### src/rtl/uart_io_ctrl.sv
// uart_io_ctrl: 8N1 UART transmitter/receiver behind the CPU memory-mapped IO decode.
// TX and RX run independently; status (busy/ready/overrun) and data are registered.
module uart_io_ctrl #(
    parameter int CLKS_PER_BIT = 868,
    parameter int WORD         = 32
) (
    input  logic            clk,
    input  logic            rst,
    input  logic            start,
    input  logic [WORD-1:0] tx_data,
    input  logic            clear,
    input  logic            rxd,
    output logic            txd,
    output logic            busy,
    output logic            ready,
    output logic [WORD-1:0] r_data,
    output logic            overrun
);
    localparam int CW   = $clog2(CLKS_PER_BIT);
    localparam int HALF = CLKS_PER_BIT / 2;

    typedef enum logic [1:0] {S_IDLE, S_START, S_DATA, S_STOP} state_t;

    // Transmitter state
    state_t        tx_st_q;
    logic [CW-1:0] tx_cnt_q;
    logic [2:0]    tx_bit_q;
    logic [7:0]    tx_sh_q;
    logic          txd_q;
    logic          busy_q;

    // Receiver state
    state_t        rx_st_q;
    logic [CW-1:0] rx_cnt_q;
    logic [2:0]    rx_bit_q;
    logic [7:0]    rx_sh_q;
    logic          sync1_q;
    logic          sync2_q;
    logic          ready_q;
    logic [7:0]    rdata_q;
    logic          overrun_q;

    logic tx_last;
    logic rx_last;
    logic rx_half;
    logic rxs;
    logic unused_tx_hi;

    assign tx_last      = (tx_cnt_q == CW'(CLKS_PER_BIT - 1));
    assign rx_last      = (rx_cnt_q == CW'(CLKS_PER_BIT - 1));
    assign rx_half      = (rx_cnt_q == CW'(HALF - 1));
    assign rxs          = sync2_q;
    assign unused_tx_hi = ^tx_data[WORD-1:8];

    assign txd     = txd_q;
    assign busy    = busy_q;
    assign ready   = ready_q;
    assign r_data  = {{(WORD-8){1'b0}}, rdata_q};
    assign overrun = overrun_q;

    // TX FSM: start bit, 8 data bits LSB first, stop bit; requests while busy are dropped
    always_ff @(posedge clk) begin
        if (rst) begin
            tx_st_q  <= S_IDLE;
            tx_cnt_q <= '0;
            tx_bit_q <= '0;
            tx_sh_q  <= '0;
            txd_q    <= 1'b1;
            busy_q   <= 1'b0;
        end else begin
            case (tx_st_q)
                S_IDLE: begin
                    if (start) begin
                        tx_sh_q  <= tx_data[7:0];
                        txd_q    <= 1'b0;
                        busy_q   <= 1'b1;
                        tx_cnt_q <= '0;
                        tx_st_q  <= S_START;
                    end
                end
                S_START: begin
                    if (tx_last) begin
                        tx_cnt_q <= '0;
                        tx_bit_q <= '0;
                        txd_q    <= tx_sh_q[0];
                        tx_sh_q  <= {1'b0, tx_sh_q[7:1]};
                        tx_st_q  <= S_DATA;
                    end else begin
                        tx_cnt_q <= tx_cnt_q + 1'b1;
                    end
                end
                S_DATA: begin
                    if (tx_last) begin
                        tx_cnt_q <= '0;
                        if (tx_bit_q == 3'd7) begin
                            txd_q   <= 1'b1;
                            tx_st_q <= S_STOP;
                        end else begin
                            tx_bit_q <= tx_bit_q + 3'd1;
                            txd_q    <= tx_sh_q[0];
                            tx_sh_q  <= {1'b0, tx_sh_q[7:1]};
                        end
                    end else begin
                        tx_cnt_q <= tx_cnt_q + 1'b1;
                    end
                end
                S_STOP: begin
                    if (tx_last) begin
                        tx_cnt_q <= '0;
                        busy_q   <= 1'b0;
                        tx_st_q  <= S_IDLE;
                    end else begin
                        tx_cnt_q <= tx_cnt_q + 1'b1;
                    end
                end
                default: tx_st_q <= S_IDLE;
            endcase
        end
    end

    // Two-flop synchronizer for the asynchronous serial input, reset to the idle level
    always_ff @(posedge clk) begin
        if (rst) begin
            sync1_q <= 1'b1;
            sync2_q <= 1'b1;
        end else begin
            sync1_q <= rxd;
            sync2_q <= sync1_q;
        end
    end

    // RX FSM: mid-bit sampling; a completed byte overrides a same-cycle clear
    always_ff @(posedge clk) begin
        if (rst) begin
            rx_st_q   <= S_IDLE;
            rx_cnt_q  <= '0;
            rx_bit_q  <= '0;
            rx_sh_q   <= '0;
            ready_q   <= 1'b0;
            rdata_q   <= '0;
            overrun_q <= 1'b0;
        end else begin
            if (clear) ready_q <= 1'b0;
            case (rx_st_q)
                S_IDLE: begin
                    if (!rxs) begin
                        rx_cnt_q <= '0;
                        rx_st_q  <= S_START;
                    end
                end
                S_START: begin
                    if (rx_half) begin
                        rx_cnt_q <= '0;
                        rx_bit_q <= '0;
                        rx_st_q  <= rxs ? S_IDLE : S_DATA;
                    end else begin
                        rx_cnt_q <= rx_cnt_q + 1'b1;
                    end
                end
                S_DATA: begin
                    if (rx_last) begin
                        rx_cnt_q <= '0;
                        rx_sh_q  <= {rxs, rx_sh_q[7:1]};
                        rx_bit_q <= rx_bit_q + 3'd1;
                        if (rx_bit_q == 3'd7) rx_st_q <= S_STOP;
                    end else begin
                        rx_cnt_q <= rx_cnt_q + 1'b1;
                    end
                end
                S_STOP: begin
                    if (rx_last) begin
                        rx_cnt_q <= '0;
                        rx_st_q  <= S_IDLE;
                        if (rxs) begin
                            rdata_q <= rx_sh_q;
                            ready_q <= 1'b1;
                            if (ready_q && !clear) overrun_q <= 1'b1;
                        end
                    end else begin
                        rx_cnt_q <= rx_cnt_q + 1'b1;
                    end
                end
                default: rx_st_q <= S_IDLE;
            endcase
        end
    end
endmodule

### config.mk
export PLATFORM = sky130hd
export DESIGN_NAME = uart_io_ctrl
export DESIGN_NICKNAME = d
export VERILOG_FILES = /design/src/rtl/uart_io_ctrl.sv
export SDC_FILE = /design/constraint.sdc
export NUM_CORES = 1
export LEC_CHECK = 0
export ABC_AREA = 0
export BUFFER_PORTS_ARGS = -buffer_cell sky130_fd_sc_hd__buf_2
export CAP_MARGIN = 20
export CELL_PAD_IN_SITES_DETAIL_PLACEMENT = 1
export CELL_PAD_IN_SITES_GLOBAL_PLACEMENT = 1
export CORE_MARGIN = 2
export CORE_UTILIZATION = 37
export DETAILED_ROUTE_END_ITERATION = 16
export PLACE_DENSITY_LB_ADDON = 0.15
export SLEW_MARGIN = 15
export SYNTH_ARGS = -nofsm -noshare
export SYNTH_HDL_FRONTEND = slang
export SYNTH_SLANG_ARGS = --single-unit
### constraint.sdc
create_clock -name clk -period 1.7 [get_ports clk]
set_input_delay 0.255 -clock clk [delete_from_list [all_inputs] [get_ports clk]]
set_output_delay 0.255 -clock clk [all_outputs]
set_load 0.03 [all_outputs]
==> out/summary.txt <==
gpl congestion = 0.753
drt first pass iters = 4
# H-tree levels = 3
Main synth FF type = dfxtp_1
# clock sinks = 60
Post-Syn Instances = 338
synthesized area per cell = 9.34 sq um
buffers added on ports = 24
Achievable Freq = 0.591 GHz
Longest Clk Path Bufs = 2
Final ANT Viol Nets = 0
first-pass GRT wire length = 12,000 um
Worst EP required = 1.93 ns
gr ovfl total = 0
nets@finish = 457
post-synth top area cell = dfxtp_1
Post-Synth Adder-Cell Area = 0.0475
Synth Area in Simple Gates = 0.217
peak supply drop = 0.000922 V
IO Count = 73
clk root buf = clkbuf_8
area fraction in compound gates after synthesis = 0.172
All-Layer GR Usage = 0.166
Layout Cell Area excl Fill = 4080 sq um
arrival time of the worst setup path = 1.92 ns
type of the worst setup path = reg2reg
mux contribution to synthesized area = 0.0828
fillcell total = 959
area of the die = 9290 sq um
Core Footprint = 8260 sq um
Worst Hold Class = in2reg
Synth async-reset ratio = 0
XOR/XNOR Fraction of Synth Area = 0.00555
CP max-delay cell = or3_4
commonest cells after routing, fill and taps aside = 50 x dfxtp_1, 46 x buf_4, 37 x nor2_1, 25 x mux2i_1
RSZ-0062 raised after global routing = true
dominant cells by area after synthesis = dfxtp_1 38%, mux2i_1 7.9%, buf_4 5.7%
fin crit period = 1.69 ns
final setup margin = 0.00731 ns
leakage = 1.73 nW
Reg clk slew, reported paths = 0.08 ns
CTS tree = built
dpl hpwl = 5160 um
Initial Utilization = 0.382
Final Setup Violations = 0
DP Area = 3570 sq um
routed len/inst = 14.0 um
vias per inst = 5.05
Yosys cell types = 57
Period Utilization, post-route = 0.996
Via Count = 2,616
vias in the first global route = 2,538
fin util = 0.495
initial antenna violation count = 0
Layout area overhead = 29.3%
DR iter-0 viols = 46
Post-synth EDFFs = 0
Reg area = 1220 sq um
sequential area share after synthesis = 0.380
clk_skew = 0.0101 ns
Die Wd = 96.4 um
run status = completed
crit end category = flop
final wirelength = 7270 um
slowest cell delay on critical path = 0.40 ns
fin cells = 518
Worst setup SP type = flop
antenna cells = 0
num rows = 33
Fin Setup TNS = 0 ns
placed cell count = 494
layout cell share with drive strength beyond 1 = 0.383
Max Fanout on Critical Path = 4
final hold slack = 0.114 ns
critical-path cell list = inv_4, ha_4, or3_4, a211oi_4, mux2i_1, nor2_1
Tot Pwr = 5.08 mW
most common cell after layout, fill and taps aside = dfxtp_1
Worst-Skew Late Latency = 0.34 ns
residual DRC count = 0
largest family of logic cells by synthesized area = simple AND/OR/NAND/NOR gates
largest net degree at the start of global routing = 23
final hold violation count = 0
top-area cell type share of the netlist area = 0.380
power density cells = 1240 nW/um^2
Placement Setup Slack = -0.0930 ns
Multi-input gate area = 1960 sq um
post-synthesis register bit count = 60
MaxCap Viol Count = 0
Post-Syn Area = 3160 sq um
Synth Warn # = 0
CTS hold repair buffers = 0
worst path bufs/invs = 1
Slew Viols, Final = 0
die height = 96.4 um
cell family with most CP delay = simple AND/OR/NAND/NOR gates
CTS Buf Count = 9
==> timing repair <==
item,4_1_cts,5_1_grt
setup endpoints to repair,13,43
pin swaps,7,19
gates cloned,0,0
gates resized for setup,21,36
buffers inserted,3,5
==> cell type report <==
class,instances,share of cell area
clock inverter,7,0.0199
sequential,60,0.298
timing repair buffer,75,0.130
inverter,9,0.00950
clock buffer,9,0.0303
multi-input combinational,253,0.480
tap,105,0.0322
==> registers in the layout, summed over array words and instances (netlist names), named ones only <==
register  flops
rdata_q       8
rx_bit_q      3
rx_sh_q       8
rx_st_q       1
txd           1
tx_st_q       2
rx_cnt_q     10
sync1_q       1
rxs           1
ready         1
busy          1
overrun       1
tx_sh_q       8
tx_cnt_q     10
tx_bit_q      3
==> per-layer routing <==
layer  GRT usage  routed length, um
met4      0.0516                 92
met5           0                  0
met3      0.0427                211
met1       0.206               3390
met2       0.284               3570
==> report_power, final <==
part           total, mW  switching (mW)  internal, mW
sequential          1.71           0.130          1.58
combinational       2.03            1.06         0.971
clock               1.35           0.650         0.700
total               5.08            1.84          3.25
==> path summary, 6_finish.rpt <==
check | from | endpoint | cells past startpoint | slack [ns]
setup / recovery | tx_st_q[0] | tx_st_q[1] | 6 | 0.007
hold / removal | rxd | sync1_q | 2 | 0.11
setup reg to reg | tx_st_q[0] | tx_st_q[1] | 6 | 0.007
hold reg to reg | sync1_q | rxs | 1 | 0.41
==> worst register-to-register path, stage by stage (launching register included) <==
cell and delay (ns):
dfxtp_4 0.39, inv_4 0.05, ha_4 0.17, or3_4 0.40
a211oi_4 0.29, mux2i_1 0.23, nor2_1 0.05
==> synth_stat cells (3+ instances only) <==
cell type and count:
a311oi_1 6, or3_1 4, buf_4 24, ha_1 12, nand3b_1 3, nor2_1 38, nand2_1 16, inv_1 9
and2_1 4, nor3_1 3, buf_6 3, buf_2 4, a21o_1 3, a211oi_1 4, o21ai_0 12, nand3_1 12
and3_1 5, or2_2 6, buf_1 3, mux2i_1 25, o2bb2ai_1 7, a41oi_1 3, clkbuf_1 5, a31oi_1 4
dfxtp_1 60, nor2b_1 5, a21oi_1 14, nand4_1 5
==> cell families after synthesis <==
logic type / Yosys count
and+or+nand+nor: 117
xor gates and xnor gates: 2
DFF: 60
other: 1
AOI/OAI and AO/OA: 72
adders and majority gates: 12
muxes: 26
buffers and inverters: 48
Note: power is estimated with default switching activity, not from simulation.
